[config.mk]
export PLATFORM = sky130hd
export DESIGN_NAME = dds_sweep_ctrl
export DESIGN_NICKNAME = d
export VERILOG_FILES = /design/src/rtl/dds_sweep_ctrl.sv
export SDC_FILE = /design/constraint.sdc
export NUM_CORES = 1
export LEC_CHECK = 0
export ABC_AREA = 1
export ABC_CLOCK_PERIOD_IN_PS = 3050
export BUFFER_PORTS_ARGS = -buffer_cell sky130_fd_sc_hd__buf_2
export CAP_MARGIN = 30
export CORE_MARGIN = 5
export CORE_UTILIZATION = 57
export DETAILED_ROUTE_END_ITERATION = 12
export GPL_ROUTABILITY_DRIVEN = 0
export PLACE_DENSITY = 0.91
export SLEW_MARGIN = 10
export SYNTH_ARGS = -nofsm -noshare
export SYNTH_HDL_FRONTEND = slang
export SYNTH_SLANG_ARGS = --single-unit
[constraint.sdc]
create_clock -name aclk -period 3.05 [get_ports aclk]
set_input_delay 0.1525 -clock aclk [delete_from_list [all_inputs] [get_ports aclk]]
set_output_delay 0.1525 -clock aclk [all_outputs]
set_load 0.05 [all_outputs]
[src/rtl/dds_sweep_ctrl.sv]
// dds_sweep_ctrl: frequency-sweep scheduler feeding the DDS compiler
// S_AXIS_CONFIG port. It emits {POFF, PINC} words that step linearly from
// inc_start by inc_step and holds each point for a programmable dwell time.
// The sweep either stops after the last point or restarts from the beginning.
module dds_sweep_ctrl #(
  parameter int PHASE_W = 16,
  parameter int DWELL_W = 32,
  parameter int PTS_W   = 16
) (
  input  logic                   aclk,
  input  logic                   areset,
  input  logic                   start,
  input  logic                   stop,
  input  logic                   continuous,
  input  logic [PHASE_W-1:0]     inc_start,
  input  logic [PHASE_W-1:0]     inc_step,
  input  logic [PHASE_W-1:0]     poff,
  input  logic [PTS_W-1:0]       num_points,
  input  logic [DWELL_W-1:0]     dwell,
  output logic [2*PHASE_W-1:0]   m_axis_cfg_tdata,
  output logic                   m_axis_cfg_tvalid,
  input  logic                   m_axis_cfg_tready,
  output logic                   busy,
  output logic                   done,
  output logic [PTS_W-1:0]       point_idx
);

  localparam logic [1:0] S_IDLE  = 2'd0;
  localparam logic [1:0] S_SEND  = 2'd1;
  localparam logic [1:0] S_DWELL = 2'd2;

  logic [1:0]         r_state;
  logic               r_abort;
  logic               r_done;
  logic [PTS_W-1:0]   r_point_idx;

  // Parameters captured at start; later input changes are ignored.
  logic               r_cont;
  logic [PHASE_W-1:0] r_inc_start;
  logic [PHASE_W-1:0] r_inc_step;
  logic [PHASE_W-1:0] r_poff;
  logic [PTS_W-1:0]   r_last_idx;
  logic [DWELL_W-1:0] r_dwell;

  logic [PHASE_W-1:0] r_cur_inc;
  logic [DWELL_W-1:0] r_cnt;

  logic w_accept;
  logic w_hs;
  logic w_expire;
  logic w_last;

  assign w_accept = (r_state == S_IDLE) && start && !stop;
  assign w_hs     = (r_state == S_SEND) && m_axis_cfg_tready;
  // The counter is loaded with an effective dwell of at least 1, so a value
  // of 1 marks the final dwell cycle.
  assign w_expire = (r_state == S_DWELL) && (r_cnt == DWELL_W'(1));
  assign w_last   = (r_point_idx == r_last_idx);

  // Control FSM: sequencing, abort tracking, done pulse and point index.
  always_ff @(posedge aclk) begin
    if (areset) begin
      r_state     <= S_IDLE;
      r_abort     <= 1'b0;
      r_done      <= 1'b0;
      r_point_idx <= '0;
    end else begin
      r_done <= 1'b0;
      case (r_state)
        S_IDLE: begin
          if (w_accept) begin
            r_state     <= S_SEND;
            r_point_idx <= '0;
            r_abort     <= 1'b0;
          end
        end
        S_SEND: begin
          // A stop here cannot retract tvalid; remember it and leave after
          // the handshake completes.
          if (stop) r_abort <= 1'b1;
          if (w_hs) begin
            if (r_abort || stop) begin
              r_state <= S_IDLE;
              r_abort <= 1'b0;
            end else begin
              r_state <= S_DWELL;
            end
          end
        end
        S_DWELL: begin
          if (stop) begin
            r_state <= S_IDLE;
          end else if (w_expire) begin
            if (!w_last) begin
              r_point_idx <= r_point_idx + PTS_W'(1);
              r_state     <= S_SEND;
            end else if (r_cont) begin
              r_point_idx <= '0;
              r_state     <= S_SEND;
            end else begin
              r_state <= S_IDLE;
              r_done  <= 1'b1;
            end
          end
        end
        default: r_state <= S_IDLE;
      endcase
    end
  end

  // Datapath: parameter capture, phase-increment stepping and dwell counting.
  always_ff @(posedge aclk) begin
    if (w_accept) begin
      r_cont      <= continuous;
      r_inc_start <= inc_start;
      r_inc_step  <= inc_step;
      r_poff      <= poff;
      r_last_idx  <= (num_points == '0) ? '0 : num_points - PTS_W'(1);
      r_dwell     <= (dwell == '0) ? DWELL_W'(1) : dwell;
      r_cur_inc   <= inc_start;
    end
    if (w_hs) begin
      r_cnt <= r_dwell;
    end else if (r_state == S_DWELL) begin
      r_cnt <= r_cnt - DWELL_W'(1);
    end
    if (w_expire && !stop) begin
      if (!w_last) begin
        // Modulo 2^PHASE_W: wrap-around is the intended chirp behaviour.
        r_cur_inc <= r_cur_inc + r_inc_step;
      end else if (r_cont) begin
        r_cur_inc <= r_inc_start;
      end
    end
  end

  assign m_axis_cfg_tvalid = (r_state == S_SEND);
  // Gating keeps tdata at zero outside SEND, including right after reset.
  assign m_axis_cfg_tdata  = m_axis_cfg_tvalid ? {r_poff, r_cur_inc} : '0;
  assign busy              = (r_state != S_IDLE);
  assign done              = r_done;
  assign point_idx         = r_point_idx;

endmodule

-- Word-level counts from Yosys, hierarchy flattened
Index checks and enable logic that the tools add are counted.
Widths: inputs -> output; s select.
- reduce and logical (&&, ||, !) cells: 18
- bitwise gates (word level): 3
- equality and inequality tests: 10
- muxes and demuxes: 27
- add/subtract/negate cells: 4
- operators with widths (cell ; number):
    $mux 16 ; 9
    $mux 32 ; 3
    $eq 32x1->1 const B ; 1
    $logic_not 32->1 ; 1
    $pmux 16 s2 ; 1
    $sub 32x1->32 const B ; 1
    $add 16x1->16 const B ; 1
    $add 16x16->16 ; 1
    $eq 16x16->1 ; 1
    $logic_not 16->1 ; 1
    $sub 16x1->16 const B ; 1
    $mux 2 ; 5
    $reduce_bool 2->1 ; 4
    $mux 1 ; 7
    $ne 2x2->1 const B ; 3
    $ne 3x3->1 const B ; 2
    $pmux 2 s3 ; 1
    $logic_and 1x1->1 ; 5
    $reduce_and 5->1 ; 1
    $reduce_or 5->1 ; 1
    $not 1->1 ; 3
    $reduce_and 3->1 ; 1
    $eq 2x1->1 const B ; 1
    $eq 2x2->1 const B ; 1
    other kinds (6) ; 6
- output and inout bits: 51
- logic and storage cells: 74
- register bits after elaboration: 165
- input bits: 102

-- Depth between registers and ports, before layout
- depth in word-level cells: 7
- mapped depth: 13
- gate-level depth less buffers: 13

-- Worst setup path after synthesis
OpenSTA, ideal clock, no wires.
- kind: reg2reg
- from: reg r_state[0]
- to: reg r_cnt[0] (enable)
- clock period less this slack: 2.878 ns
- library setup time: 0.389 ns
- stages on the path, launching flop included: 8
- slack: 0.172 ns
- data arrival time: 2.488 ns
- required time: 2.661 ns
- buffers on the path: 1
- cell sequence: dfxtp_1 > inv_1 > nor2_1 > inv_2 > nor2_1 > inv_2 > buf_1 > nand2_1
- longest elaborated chain between the ends: 3
- elaborated cells on any way between the ends: 4
- classes of those cells: eq/ne (2); reduce/logical (2)
- ends and longest elaborated chain (what ; RTL line ; RTL):
    start, declared ; 32 ; logic [1:0] r_state;
    start signal, assigned ; 63 ; r_state <= S_IDLE;
    start signal, assigned ; 72 ; r_state <= S_SEND;
    start signal, assigned ; 83 ; r_state <= S_IDLE;
    $eq 2x1->1 ; n/a ;
    via m_axis_cfg_tvalid ; 21 ; output logic m_axis_cfg_tvalid,
    $logic_and 1x1->1 ; 54 ; assign w_hs = (r_state == S_SEND) && m_axis_cfg_tready;
    $reduce_bool 2->1 (no line) ; n/a ;
    end signal, assigned ; 123 ; r_cnt <= r_dwell;
    end signal, assigned ; 125 ; r_cnt <= r_cnt - DWELL_W'(1);
    end, declared ; 46 ; logic [DWELL_W-1:0] r_cnt;
The timed path passes the listed nets, and every way through them passes these cells.
A chain may end at the register's enable or synchronous reset.

-- Final worst setup path
- from: reg r_point_idx[5], in the netlist point_idx[5]
- to: reg r_cur_inc[3]
- longest elaborated chain between the ends: 3
- ends and longest elaborated chain (what ; RTL line ; RTL):
    start, declared ; 35 ; logic [PTS_W-1:0] r_point_idx;
    start signal, assigned ; 95 ; r_point_idx <= r_point_idx + PTS_W'(1);
    $eq 16x16->1 ; 58 ; assign w_last = (r_point_idx == r_last_idx);
    $mux 16 ; 128 ; if (!w_last) begin
    $mux 16 ; 127 ; if (w_expire && !stop) begin
    end signal, assigned ; 120 ; r_cur_inc <= inc_start;
    end signal, assigned ; 130 ; r_cur_inc <= r_cur_inc + r_inc_step;
    end signal, assigned ; 132 ; r_cur_inc <= r_inc_start;
    end, declared ; 45 ; logic [PHASE_W-1:0] r_cur_inc;
No other way between the ends.

==> impl_results.md <==
* First-pass GRT wire length at 37810 um
* Final number of setup-violating endpoints at 0
* Post-CTS Resized at 0
* Worst Reg-to-Reg Cells at 12
* Most frequent cells in the layout: nand2_1 (290), nor2_1 (159), buf_2 (152), edfxtp_1 (129), inv_1 (128)
* Worst vdd rail ir drop at 0.4518 mV
* Die height at 137.5 um
* DP Wirelength at 15640 um
* IO buf count at 152
* Hold Crit Depth at 2
* Full die area at 0.01891 mm2
* Mean routed wirelength per cell at ~15 um
* Crit start category: flip-flop
* Number of synthesized flops with an enable pin at 129
* Vias in the first global route at 8283
* Post-synthesis sequential area ratio at 0.4957
* Largest net degree at the start of global routing at 51
* Initial Utilization at 0.5814
* Max-slew violation count at 0
* CP max FO at 21
* Area added between synthesis and finish at 23.43%
* Sw Share at 0.2967
* Root buffer cell: clkbuf_16
* Unrepaired setup endpoints after global routing: no
* DP Area at 0.01008 mm2
* Flop pwr share at 0.459
* Synth cell types at 44
* Run status: completed
* H-Tree Depth at 4
* Syn_area_per_cell at 8.145 um2
* Clk Latency, worst-skew pair at 430 ps
* Worst-Margin Slew at 654.4 ps
* Mapped Nets at 1261
* Logic pwr share at 0.192
* Worst EP arrival at between 2000 and 3000 ps
* Critical Path Sink Type: flip-flop
* Clk sinks at 165
* Power share of the clock group at 0.348
* Clk buf depth at 2
* Site Rows at 46
* Initial antenna violation count at 1
* DR iter-0 viols at 723
* Worst Hold Class: input port to flip-flop
* Maximum capacitance violations at 0
* Fin crit period at 2270 ps
* Final setup TNS at 0 ps
* # fillers at 1138
* Total Nets Final at 1463
* Final Cycle Share at 0.7442
* Synth Warn # at 0
* Final Skew at 13.78 ps
* Dominant synthesized flop cell: edfxtp_1
* TritonCTS Buffers at 17
* Die Wd at between 100 and 150 um
* ANT nets after route at 0
* Worst-path clk slew at 60 ps
* Setup Buffers After CTS at 0
* DR vias/cell at 5.279
* Overflow left after global routing at 0
* Design Area, Final at 0.01144 mm2
* Pwr/cell area at 515.8 mW/mm2
* Cells after Synth at approximately 1100
* Post-CTS Hold Buffers at 80
* Global Route Usage Sum at 0.2526
* Leakage at 5.049 nW
* CTS tree: built
* Synthesis-stage register bit count at 165
* Synth Cell Area at 0.009269 mm2
* Setup CP Type: flip-flop to flip-flop
* Achievable frequency at 440.5 MHz
* DRT Wirelength at about 23000 um
* Req. time, crit path at 3400 ps
* IO Pins at about 150
* Post-Place Worst Slack at around 900 ps
* Via Count at between 8000 and 9000
* Pre-Repair DR Iteration Count at 6
* Core area at 0.01594 mm2
* Pint at 4.150 mW
* Hold Violations, Final at 0
* Commonest non-fill, non-tap cell in the layout: nand2_1
* Drc violations at 0
* Worst setup margin at around 780 ps
* Sw Pwr at between 1.5 and 2 mW
* Ys async rst share at 0
* Fraction of layout cells with a size suffix above 1 at 0.1899
* Max_slew headroom at 0.5631
-- cells in the mapped netlist (2+ instances only) --
master | count | area, um2
nand3_2 | 2 | 20.02
nor3_4 | 2 | 32.53
buf_2 | 6 | 30.03
clkbuf_1 | 39 | 146.4
a21o_1 | 2 | 15.01
or2_2 | 6 | 37.54
nor3_2 | 2 | 20.02
nor2_4 | 3 | 33.78
a21oi_2 | 4 | 35.03
dfxtp_1 | 36 | 720.7
o21bai_1 | 2 | 15.01
nand3_4 | 2 | 35.03
buf_6 | 5 | 56.30
xnor2_1 | 9 | 78.83
xor2_1 | 31 | 271.5
nand4_1 | 12 | 75.07
nand2_1 | 290 | 1089
nor3_1 | 15 | 75.07
o21ai_0 | 56 | 280.3
nor4_1 | 11 | 68.82
nand2_2 | 9 | 56.30
a31oi_1 | 10 | 62.56
inv_2 | 13 | 48.80
ha_1 | 20 | 250.2
o21ai_1 | 6 | 30.03
nand3b_1 | 2 | 15.01
nor2_1 | 160 | 600.6
edfxtp_1 | 129 | 3874
nand3_1 | 69 | 345.3
buf_8 | 2 | 30.03
nor2_2 | 21 | 131.4
a21oi_1 | 23 | 115.1
inv_1 | 128 | 480.5
-- path summary, 6_finish.rpt --
kind	end	startpoint	slack, ps
worst max register to register	r_cur_inc[3]	point_idx[5]	780
worst max-delay path	r_cur_inc[3]	point_idx[5]	780
worst min register to register	r_cnt[25]	r_dwell[25]	530
worst min-delay path	point_idx[9]	areset	20
-- routing by layer --
layer	vias to the layer above	routed length [um]	global-route usage	part of all wire
met4	0	746	0.1092	0.032
met5	-	0	0	0
met2	340	11670	0.4366	0.50
met3	56	1663	0.06063	0.071
met1	3813	9334	0.2996	0.40
li1	4079	-	-	-
-- flip-flops by register name, indices dropped and copies added, names as in the netlist --
register and cells:
point_idx 16, r_cnt 32, r_inc_step 16, r_abort 1
r_poff 16, r_inc_start 16, r_dwell 32, done 1
r_last_idx 16, r_cont 1, r_state 2, r_cur_inc 16
-- cell type report --
type,instances,area [um2],area share
flip-flops and latches,165,4594,0.4016
well taps,216,270.3,0.02362
repair buffers,238,1619,0.1415
inverters,141,531.8,0.04648
clock inverters,15,128.9,0.01126
multi-input cells,777,3869,0.3381
diodes,1,2.502,0.0002187
clock buffers,17,425.4,0.03718
-- through the flow --
step / hold WS, ps / util / power [mW] / cells
4_1_cts: 10.22 / 0.7175 / 5.899 / 1569
6_report: 22.26 / 0.7176 / 5.901 / 1570
3_5_place_dp: 330.6 / 0.6325 / 3.776 / 1457
3_3_place_gp: 328.6 / 0.6325 / 3.737 / 1457
5_1_grt: 15.00 / 0.7176 / 6.163 / 1570
2_1_floorplan: 251.4 / - / 3.497 / 1138
-- power by group through the flow --
stage	registers [mW]	clock network [mW]	logic (mW)
floorplan	2.76	0	0.741
global placement	2.75	0	0.990
detailed placement	2.75	0	1.02
CTS	2.71	2.07	1.12
global route	2.72	2.17	1.27
finish	2.71	2.06	1.13
-- critical path, cell delays in order, from the launching register on --
cell     delay, ps
dfxtp_1        430
inv_1          150
nand2_1        110
nand2_1         70
nor2_1         110
nand2_1         90
nor2_2         150
nand2_2        320
inv_2          400
nand3_1        110
o21ai_0        100
nand2_1         60
o21ai_0         80
-- logic make-up (layout without fill, tap and decap cells) --
kind of cell / count (synthesis) / count (layout) / synth area share
other: 0 / 1 / 0
DFF: 165 / 165 / 0.4957
adders and majority gates: 21 / 21 / 0.02916
and+or+nand+nor: 609 / 609 / 0.2870
buffers and inverters: 196 / 411 / 0.08720
AOI/OAI and AO/OA: 107 / 107 / 0.06317
xor gates and xnor gates: 40 / 40 / 0.03780
(Power assumes the default switching activity.)
